$ cat config.mk
export PLATFORM = sky130hd
export DESIGN_NAME = srcnn_output_formatter
export DESIGN_NICKNAME = d
export VERILOG_FILES = /design/src/rtl/srcnn_output_formatter.sv
export SDC_FILE = /design/constraint.sdc
export NUM_CORES = 1
export LEC_CHECK = 0
export BUFFER_PORTS_ARGS = -buffer_cell sky130_fd_sc_hd__buf_2
export CELL_PAD_IN_SITES_DETAIL_PLACEMENT = 1
export CELL_PAD_IN_SITES_GLOBAL_PLACEMENT = 1
export CORE_ASPECT_RATIO = 0.5
export CORE_MARGIN = 5
export CORE_UTILIZATION = 44
export DETAILED_ROUTE_END_ITERATION = 16
export MAX_ROUTING_LAYER = met4
export PLACE_DENSITY = 0.92
export SLEW_MARGIN = 25
export SYNTH_ARGS = -nofsm -noshare
export SYNTH_HDL_FRONTEND = slang
export SYNTH_SLANG_ARGS = --single-unit
$ cat constraint.sdc
create_clock -name clock_i -period 4.31 [get_ports clock_i]
set_input_delay 0.2155 -clock clock_i [delete_from_list [all_inputs] [get_ports clock_i]]
set_output_delay 0.2155 -clock clock_i [all_outputs]
set_load 0.02 [all_outputs]
$ cat src/rtl/srcnn_output_formatter.sv
// srcnn_output_formatter
// Converts the SRCNN core's 3-channel signed result stream into 8-bit RGB
// (round, shift, saturate) and adds AXI4-Stream video framing.
// Ports:
//   clock_i, reset_i            clock, synchronous active-high reset
//   slave_valid_i/ready_o/data_i input pixel stream, channel c at [c*AW +: AW]
//   master_tvalid_o/tready_i     output handshake
//   master_tdata_o               {B, G, R}, 8 bits each
//   master_tuser_o               start of frame (row 0, col 0)
//   master_tlast_o               end of line (col Width-1)
//   frame_done_o                 pulse after the last pixel of a frame leaves
module srcnn_output_formatter #(
  parameter int unsigned Height          = 600,
  parameter int unsigned Width           = 800,
  parameter int unsigned ActivationWidth = 10,
  parameter int unsigned RightShift      = 0
) (
  input  logic                         clock_i,
  input  logic                         reset_i,
  input  logic                         slave_valid_i,
  output logic                         slave_ready_o,
  input  logic [3*ActivationWidth-1:0] slave_data_i,
  output logic                         master_tvalid_o,
  input  logic                         master_tready_i,
  output logic [23:0]                  master_tdata_o,
  output logic                         master_tuser_o,
  output logic                         master_tlast_o,
  output logic                         frame_done_o
);

  localparam int unsigned ExtW      = ActivationWidth + 1;
  // Half an output LSB; zero when no fractional bits are dropped.
  localparam int unsigned RoundBias = (32'd1 << RightShift) >> 1;
  localparam int unsigned ColW      = (Width > 1) ? $clog2(Width) : 1;
  localparam int unsigned RowW      = (Height > 1) ? $clog2(Height) : 1;
  localparam logic [ColW-1:0] LastCol = ColW'(Width - 1);
  localparam logic [RowW-1:0] LastRow = RowW'(Height - 1);

  typedef struct packed {
    logic [23:0] data;
    logic        sof;
    logic        eol;
    logic        eof;
  } pixel_t;

  // Round-half-up, arithmetic shift, clamp to 0..255.
  function automatic logic [7:0] format_channel(input logic [ActivationWidth-1:0] raw);
    logic signed [ExtW-1:0] sum;
    logic signed [31:0]     t;
    logic [7:0]             res;
    sum = ExtW'($signed(raw)) + $signed(ExtW'(RoundBias));
    t   = 32'(sum >>> RightShift);
    if (t < 32'sd0) begin
      res = 8'd0;
    end else if (t > 32'sd255) begin
      res = 8'hff;
    end else begin
      res = t[7:0];
    end
    return res;
  endfunction

  pixel_t          head_q, skid_q, in_pix_c;
  logic [1:0]      count_q, count_next_c;
  logic [ColW-1:0] col_q;
  logic [RowW-1:0] row_q;
  logic            in_fire_c, out_fire_c;

  assign in_fire_c  = slave_valid_i & slave_ready_o;
  assign out_fire_c = master_tvalid_o & master_tready_i;

  assign master_tdata_o = head_q.data;
  assign master_tuser_o = head_q.sof;
  assign master_tlast_o = head_q.eol;

  // Format the incoming pixel and tag it with its framing position.
  always_comb begin
    in_pix_c = '0;
    for (int c = 0; c < 3; c++) begin
      in_pix_c.data[8*c +: 8] = format_channel(slave_data_i[c*ActivationWidth +: ActivationWidth]);
    end
    in_pix_c.sof = (row_q == '0) && (col_q == '0);
    in_pix_c.eol = (col_q == LastCol);
    in_pix_c.eof = (col_q == LastCol) && (row_q == LastRow);
  end

  // Buffer occupancy after this cycle's handshakes.
  always_comb begin
    count_next_c = count_q;
    if (in_fire_c && !out_fire_c) begin
      count_next_c = count_q + 2'd1;
    end else if (out_fire_c && !in_fire_c) begin
      count_next_c = count_q - 2'd1;
    end
  end

  // Two-entry buffer: head_q drives the master port, skid_q holds the second pixel.
  always_ff @(posedge clock_i) begin
    if (reset_i) begin
      head_q          <= '0;
      skid_q          <= '0;
      count_q         <= 2'd0;
      col_q           <= '0;
      row_q           <= '0;
      master_tvalid_o <= 1'b0;
      slave_ready_o   <= 1'b0;
      frame_done_o    <= 1'b0;
    end else begin
      frame_done_o <= out_fire_c & head_q.eof;

      if (in_fire_c) begin
        if (col_q == LastCol) begin
          col_q <= '0;
          row_q <= (row_q == LastRow) ? '0 : row_q + RowW'(1);
        end else begin
          col_q <= col_q + ColW'(1);
        end
      end

      case (count_q)
        2'd0: begin
          if (in_fire_c) head_q <= in_pix_c;
        end
        2'd1: begin
          if (in_fire_c && out_fire_c) begin
            head_q <= in_pix_c;
          end else if (in_fire_c) begin
            skid_q <= in_pix_c;
          end
        end
        default: begin
          if (out_fire_c) head_q <= skid_q;
        end
      endcase

      count_q         <= count_next_c;
      master_tvalid_o <= (count_next_c != 2'd0);
      slave_ready_o   <= (count_next_c != 2'd2);
    end
  end

endmodule

Yosys cells after proc, flatten, opt, wreduce, memory -nomap -nowiden
Cells that the tools add are included.
Operators by class
  add/sub/neg operators: 4
  multipliers: 0
  div/mod/pow operators: 0
  $lt $le $gt $ge: 6
  eq/ne operators: 6
  shift operators: 0
  multiplexer cells: 14
  bitwise logic cells: 4
  reduce and logical (&&, ||, !) cells: 15
Operator list (count)
  $mux W27: 3
  $pmux W27 S2: 1
  $mux W8: 6
  $gt A10 B9 Y1 const B: 3
  $lt A10 B1 Y1 const B: 3
  $add A10 B1 Y10 const B: 2
  $eq A10 B10 Y1 const B: 2
  $logic_not A10 Y1: 2
  $mux W10: 2
  $ne A2 B2 Y1 const B: 3
  $reduce_and A3 Y1: 2
  $logic_and A1 B1 Y1: 5
  $mux W2: 2
  $and A1 B1 Y1: 3
  $reduce_bool A3 Y1: 1
  $add A2 B1 Y2 const B: 1
  $eq A2 B1 Y1 const B: 1
  $logic_not A1 Y1: 2
  $logic_not A2 Y1: 1
  $reduce_and A2 Y1: 1
  $reduce_bool A2 Y1: 1
  $sub A2 B1 Y2 const B: 1
  $not A1 Y1: 1
Word-level totals
  bits in registers: 79
  latch bits: 0
  memory bits (writable): 0
  bits in read-only memories: 0
  input bits: 34
  memories kept: 0

Logic depth before layout (Yosys ltp)
Gate-level depths: netlist of run 1.
  depth in word-level cells: 6
  gate-level depth with buffers: 7
  gate-level depth less buffers: 6

Least setup slack after synthesis of run 1
No wires, ideal clock.
  path type: reg-to-reg
  start point: reg col_q[0]
  end point: reg row_q[9]
  library setup time: 0.070 ns
  data arrival time: 1.941 ns
  path slack: 2.299 ns
  cell stages (with the launch flop): 6
  cell sequence: dfxtp_1 -> ha_1 -> nand4_1 -> or4_4 -> or4b_1 -> a21oi_1
On the way
  longest elaborated chain between the ends: 2
Ends and longest elaborated chain
  from (decl): line 65  | logic [ColW-1:0] col_q;
  from (signal assigned): line 116  | col_q <= col_q + ColW'(1);
  $eq A10 B10 Y1: line 112  | if (col_q == LastCol) begin
  $reduce_and A2 Y1 (no line)
  to (signal assigned): line 114  | row_q <= (row_q == LastRow) ? '0 : row_q + RowW'(1);
  to (decl): line 66  | logic [RowW-1:0] row_q;
Every way passes these cells.
A chain may end at the register's enable or synchronous reset.

Final worst setup path of run 1
  start point: reg slave_ready_o
  end point: reg skid_q[18] in the netlist's numbering
On the way
  longest elaborated chain between the ends: 4
Ends and longest elaborated chain
  from (decl): line 21  | output logic slave_ready_o,
  from (signal assigned): line 138  | slave_ready_o <= (count_next_c != 2'd2);
  $and A1 B1 Y1 *: line 69  | assign in_fire_c = slave_valid_i & slave_ready_o;
  $logic_and A1 B1 Y1: line 125  | if (in_fire_c && out_fire_c) begin
  $not A1 Y1 (no line)
  $reduce_and A3 Y1 (no line) *
  to (signal assigned): line 128  | skid_q <= in_pix_c;
  to (decl): line 63  | pixel_t head_q, skid_q, in_pix_c;
Mark *: on every way between the ends. The rest lies on a longest branch, timed or not.

==> summary.txt, run 1 <==
STA
  • Peak Freq: 0.4093 GHz
  • Final hold vios: 0
  • RSZ-0062 raised after global routing: false
  • # setup viols final: 0
  • Tmin final: 2.443 ns
  • Final setup TNS: 0 ns
  • Max Slew Vio Count: 0
  • Rel. slew slack: 38.90%
  • Hold Slack: 0.2831 ns
  • Slew of the pin with the lowest slew margin: slightly above 0.9 ns
  • Period utilization: about 57%
  • Clock Skews: 0.005335 ns

Critical path
  • Setup CP Type: reg -> reg
  • Worst path slowest cell: nand3_1
  • Worst EP required: 4.57 ns
  • Nature of the critical path startpoint: flip-flop
  • Worst path cell trace: and2_1 -> nand3_1 -> buf_4 -> or3_1 -> a21oi_1
  • Worst path bufs/invs: 1
  • Crit Path Max Fanout: 32
  • WP data arrival: approximately 2.7 ns
  • Family with the most delay on the worst path: simple AND/OR/NAND/NOR gates
  • CP endpoint kind: flip-flop
  • Max incr delay on CP: 0.61 ns

Detailed routing
  • Via count: 3400
  • Detailed Routing Iterations Pass 1: 4
  • Vias per cell: 5.565
  • Post-Route WL: 9.918 mm
  • Initial drt markers: 123
  • Routed Antenna Nets: 0
  • # DRC: 0
  • Avg WL per Cell: 16.23 um

Synthesis
  • Synth Area in XOR/XNOR: 3.591%
  • Largest family of logic cells by synthesized area: simple AND/OR/NAND/NOR gates
  • Asr flop ratio synth: 0%
  • Adder-Cell Fraction of Synth Area: under 10%
  • Ys Warns: 0
  • Netlist Area Pre-Place: 3797 um2
  • Post-synth EDFFs: 0
  • Sequential share of the synthesized area: between 40% and 50%
  • Compound-Gate Fraction of Synth Area: ~15%
  • Library cells used by synthesis: 43
  • Syn_area_per_cell: between 7 and 8 um2
  • Post-Synthesis Cells: 475
  • Register bit count reported by yosys: 79
  • Dominant synthesized flop cell: dfxtp_1
  • Synth Area in Simple Gates: 27.12%
  • Syn_nets: 515
  • Post-synthesis mux area share: 1.318%

Clock tree
  • CTS-repair resized insts: 0
  • CTS root buffer: clkbuf_16
  • Clock Sinks: between 70 and 80
  • CTS Buffer Depth: 2
  • Clk_lat worst skew: 0.34 ns
  • Post-CTS setup repair buffer count: 0
  • Register clock-pin slew on the reported worst setup and hold paths: 0.06 ns
  • CTS tree: built
  • H-tree Lvls: 3
  • Clock buffer count from CTS: 9
  • Hold_buf cts: 0

Power and ir drop
  • Internal power: 0.001711 W
  • Cell Pwr Density: 613.1 nW/um2
  • Sequential Power Share: between 30% and 40%
  • Sw Share: 35.72%
  • Maximum vdd drop: 234.1 uV
  • Pleak: about 1.6 nW
  • P_sw: 0.0009506 W
  • Logic pwr share: 33.9%
  • Clk network pwr share: 31.4%

GRT
  • Initial antenna violation count: 0
  • Tot GR Track Use: roughly 20%
  • Vias in the first global route: 3539
  • GRT overflow: 0
  • First-pass GRT wire length: 16.70 mm
  • Pin count of the biggest net entering global routing: 67

Min path
  • Worst Hold Class: in -> reg

Finish
  • Area growth syn-to-layout: 14.30%
  • Register area: 1582 um2
  • Fillers: roughly 1000
  • Multi-input gate area: 1899 um2
  • Layout cell share with drive strength beyond 1: 17.64%
  • Final #Nets: 534
  • ANT cells: 0

Die
  • Core region area: 8202 um2
  • Top Ports: 63
  • Die Y: around 76 um
  • Die area: 10700 um2
  • Site Rows: 23
  • Die Span X: 141.4 um
  • Initial Util: 46.30%

Outcome
  • Outcome: complete, no violations

Placement
  • PortBufs: 62
  • Routability cong.: 0.8583
  • Post-DP HPWL: 6.572 mm

Job
  • Max_cap viols: 0
==> cell type report <==
class | count | area share, %
multi-input combinational | 331 | 43.76
timing repair buffer | 66 | 8.302
clock buffer | 11 | 5.823
clock inverter | 5 | 1.845
inverter | 7 | 0.6054
tap | 112 | 3.229
sequential | 79 | 36.44
==> final timing paths <==
path / cells past startpoint / startpoint / end / slack [ns]
worst max register to register: 5 / slave_ready_o / skid_q[18] / 1.87
worst min-delay path: 4 / reset_i / master_tlast_o / 0.28
worst min register to register: 2 / skid_q[12] / skid_q[12] / 0.46
worst max-delay path: 5 / slave_ready_o / skid_q[18] / 1.87
==> synth_stat cells (2+ instances only) <==
library cell | instances | area, um2
a31oi_1 | 4 | 25.02
nor4_1 | 7 | 43.79
dfxtp_1 | 79 | 1582
and4_1 | 6 | 52.55
xor2_1 | 9 | 78.83
clkbuf_1 | 28 | 105.1
mux2i_1 | 5 | 50.05
inv_1 | 7 | 26.28
and2_1 | 5 | 31.28
or3_1 | 27 | 168.9
nand2b_1 | 2 | 12.51
nor2_1 | 67 | 251.5
nor3_1 | 29 | 145.1
o21ai_0 | 6 | 30.03
nand2_1 | 37 | 138.9
buf_4 | 24 | 180.2
xnor2_1 | 4 | 35.03
buf_2 | 3 | 15.01
a211oi_1 | 25 | 187.7
buf_1 | 3 | 11.26
ha_1 | 6 | 75.07
nand4_1 | 10 | 62.56
nand3_1 | 8 | 40.04
nor4b_1 | 2 | 17.52
a21oi_1 | 54 | 270.3
==> placed cells by master (no fill, tap or decap), types with 10 or more instances in the layout <==
cell	instances
nand4_1	10
dfxtp_1	79
nor2_1	66
or3_1	27
buf_2	62
a211oi_1	25
nand2_1	37
nor3_1	29
a21oi_1	54
==> power by group through the flow <==
stage	sequential, W	combinational (W)	clock [W]
finish	0.000924	0.000902	0.000835
global route	0.000943	0.000985	0.000887
CTS	0.000926	0.000863	0.000856
floorplan	0.000938	0.000703	0
detailed placement	0.000939	0.000852	0
global placement	0.000934	0.000817	0
==> tightest hold or removal path, stage by stage <==
cell and delay [ns]:
buf_2 0.08, inv_1 0.11, o21ai_0 0.11, a21oi_1 0.05
==> routing by layer <==
metal,global-route usage (%),up-vias,part of all wire [%]
met5,-,-,0
met4,6.383,0,1.6
met3,5.016,12,3.8
met2,37.11,53,51
met1,22.03,1645,44
li1,-,1690,-
==> logic make-up (layout without fill, tap and decap cells) <==
logic type,Yosys count,after routing
mux,5,5
buf+inv,65,89
simple gates,208,208
fa+ha+maj,6,6
flops,79,79
compound gates,98,98
xor+xnor,14,14
==> flip-flops by register name, indices dropped and copies added (netlist names) <==
name	cells
frame_done_o	1
master_tuser_o	1
master_tvalid_o	1
count_q	2
row_q	10
master_tlast_o	1
master_tdata_o	24
skid_q	27
slave_ready_o	1
col_q	10
head_q	1
==> stage by stage <==
step	cell area [um2]	total power, W	utilization, %	setup slack [ns]	std cells
2_1_floorplan	3797	0.001641	-	2.299	475
3_3_place_gp	3980	0.001751	48.53	2.063	594
3_5_place_dp	3980	0.001791	48.53	1.893	594
4_1_cts	4313	0.002645	52.59	1.890	610
5_1_grt	4340	0.002814	52.92	1.604	611
6_report	4340	0.002661	52.92	1.867	611
(Power assumes the default switching activity.)
==> run 2: changes to the inputs <==
--- a/config.mk
+++ b/config.mk
@@ -10,10 +10,10 @@
 export CELL_PAD_IN_SITES_GLOBAL_PLACEMENT = 1
 export CORE_ASPECT_RATIO = 0.5
 export CORE_MARGIN = 5
-export CORE_UTILIZATION = 44
+export CORE_UTILIZATION = 37
 export DETAILED_ROUTE_END_ITERATION = 16
 export MAX_ROUTING_LAYER = met4
-export PLACE_DENSITY = 0.92
+export PLACE_DENSITY = 0.83
 export SLEW_MARGIN = 25
 export SYNTH_ARGS = -nofsm -noshare
 export SYNTH_HDL_FRONTEND = slang
==> constraint.sdc (replaced) <==
create_clock -name clock_i -period 2 [get_ports clock_i]
set_input_delay 0.1 -clock clock_i [delete_from_list [all_inputs] [get_ports clock_i]]
set_output_delay 0.1 -clock clock_i [all_outputs]
set_load 0.02 [all_outputs]
==> run 2 against run 1 <==
Net effect: total power is 110% higher; clock skew is 0.0032 ns higher; clock power is 100% higher; wire length is 1.7% higher; sequential power is 120% higher; combinational power is 120% higher; sequential share of layout area is 1.4 points lower; critical path type unchanged; critical endpoint is now row_q[9]; critical path depth is 1 lower; register-to-register slack worse by 1.8 ns; flip-flop and latch count stayed put; largest cell class unchanged.
==> summary.txt, run 2 (synthesized netlist as in run 1, its figures left out) <==
Outcome
  • Outcome: complete, no violations

Detailed routing
  • Via count: 3476
  • Avg WL per Cell: 15.36 um
  • Detailed Routing Iterations Pass 1: 4
  • Vias per cell: 5.291
  • Post-Route WL: 10.09 mm
  • Initial drt markers: 203
  • # DRC: 0
  • Routed Antenna Nets: 0

Clock tree
  • Clock Sinks: 79
  • Hold_buf cts: 0
  • Clk_lat worst skew: 0.35 ns
  • CTS tree: built
  • H-tree Lvls: 3
  • CTS Buffer Depth: 2
  • CTS root buffer: clkbuf_16
  • Clock buffer count from CTS: 9
  • Register clock-pin slew on the reported worst setup and hold paths: 0.06 ns

Finish
  • Register area: around 1600 um2
  • Most common cell after layout, fill and taps aside: dfxtp_1
  • Final #Nets: 552
  • Fin area: between 4000 and 5000 um2
  • Area growth syn-to-layout: 19.14%
  • Fillers: 1246
  • Most frequent cells in the layout: dfxtp_1, nor2_1, buf_2
  • Layout cell share with drive strength beyond 1: a little over a fifth
  • Multi-input gate area: between 1500 and 2000 um2
  • Register name with the most flops: skid_q
  • Max reg flops: 27
  • ANT cells: 0

Power and ir drop
  • Pleak: 1.736 nW
  • Maximum vdd drop: 701.0 uV
  • Cell Pwr Density: between 1000 and 1500 nW/um2

GRT
  • Tot GR Track Use: 17.30%
  • Pin count of the biggest net entering global routing: 54
  • First-pass GRT wire length: about 17 mm
  • Vias in the first global route: 3599
  • GRT overflow: 0
  • Initial antenna violation count: 0

Critical path
  • Worst R2R Start: col_q[6]
  • Nature of the critical path startpoint: flip-flop
  • Worst path slowest cell: or4b_1
  • Setup CP Type: reg -> reg
  • Worst reg2reg path depth: 4
  • Max incr delay on CP: 0.53 ns
  • WP data arrival: 2.22 ns
  • Reg-to-Reg End: row_q[9]
  • Worst EP required: roughly 2.3 ns
  • R2R setup slack: 0.06 ns
  • Worst path cell trace: or3_1 -> or4_4 -> or4b_1 -> a21oi_2
  • CP endpoint kind: flip-flop
  • Crit Path Max Fanout: 5

Min path
  • Worst Hold Class: in -> reg
  • Hold EP: skid_q[1]
  • Hold wc startpoint: reset_i
  • WHS Path Cells: 2

STA
  • Max Slew Vio Count: 0
  • Slew of the pin with the lowest slew margin: 0.4440 ns
  • Peak Freq: 0.5148 GHz
  • Tmin final: roughly 1.9 ns
  • Period utilization: 97.12%
  • Final hold vios: 0
  • RSZ-0062 raised after global routing: false
  • Rel. slew slack: between 70% and 80%
  • Final setup TNS: 0 ns
  • # setup viols final: 0
  • Clock Skews: approximately 0.0085 ns

Die
  • Die Y: about 80 um
  • Initial Util: 37.53%
  • Die Span X: 153.3 um
  • Die area: between 10000 and 15000 um2
  • Core region area: 10120 um2
  • Top Ports: between 60 and 70
  • Site Rows: 26

Placement
  • Placed Area: approximately 4200 um2
  • Routability cong.: 0.8508
  • Post-DP HPWL: ~7.0 mm
  • PortBufs: 62

Job
  • Max_cap viols: 0
## run 2: area by class of cell
class / instances / share of cell area [%]
clock buffer: 13 / 5.973
clock inverter: 3 / 0.8850
inverter: 7 / 0.5808
multi-input combinational: 331 / 42.34
sequential: 79 / 35.01
tap: 140 / 3.872
timing repair buffer: 84 / 11.34
## run 2: per-stage QoR
| step | hold slack [ns] | power, W | instances | util (%) | setup slack (ns) |
|---|---|---|---|---|---|
| 2_1_floorplan | 0.2782 | 0.003536 | 475 | - | 0.0005147 |
| 3_3_place_gp | 0.4089 | 0.003937 | 641 | 41.49 | 0.1088 |
| 3_5_place_dp | 0.4161 | 0.004020 | 641 | 41.49 | 0.06122 |
| 4_1_cts | 0.06015 | 0.005747 | 657 | 44.56 | 0.03807 |
| 5_1_grt | 0.07170 | 0.006034 | 657 | 44.72 | 0.001904 |
| 6_report | 0.07477 | 0.005686 | 657 | 44.72 | 0.05757 |
## run 2: power breakdown
part / internal [W] / leakage, nW / switching [W] / total (W)
combinational: 0.000740 / 0.938 / 0.00125 / 0.00199
sequential: 0.00184 / 0.643 / 0.000154 / 0.00199
clock: 0.00106 / 0.156 / 0.000644 / 0.00171
total: 0.00364 / 1.74 / 0.00204 / 0.00569
## run 2: worst max-delay path by stage
stage               endpoint      from  slack (ns)
floorplan           row_q[9]  col_q[5]      0.0005
global placement    row_q[9]  col_q[6]        0.11
detailed placement  row_q[9]  col_q[6]        0.06
CTS                 row_q[9]  col_q[6]        0.04
global route        row_q[9]  col_q[6]       0.002
finish              row_q[9]  col_q[6]        0.06
## run 2: per-layer routing
layer	vias up	global-route usage, %	routed length (um)
li1	1723	-	-
met1	1691	19.22	4489
met2	42	30.26	5062
met3	20	5.368	375
met4	0	5.867	161
met5	-	-	0
## run 2: worst max-delay path: cells and delay by family, from the launching register on
family,cells,cell delay (ns)
flops,1,0.34
simple gates,3,1.39
compound gates,1,0.15
## run 2: what timing repair did
item                                    4_1_cts  5_1_grt
endpoints found under the setup margin        0        1
gates resized for setup                       0        4
setup buffers                                 0        0
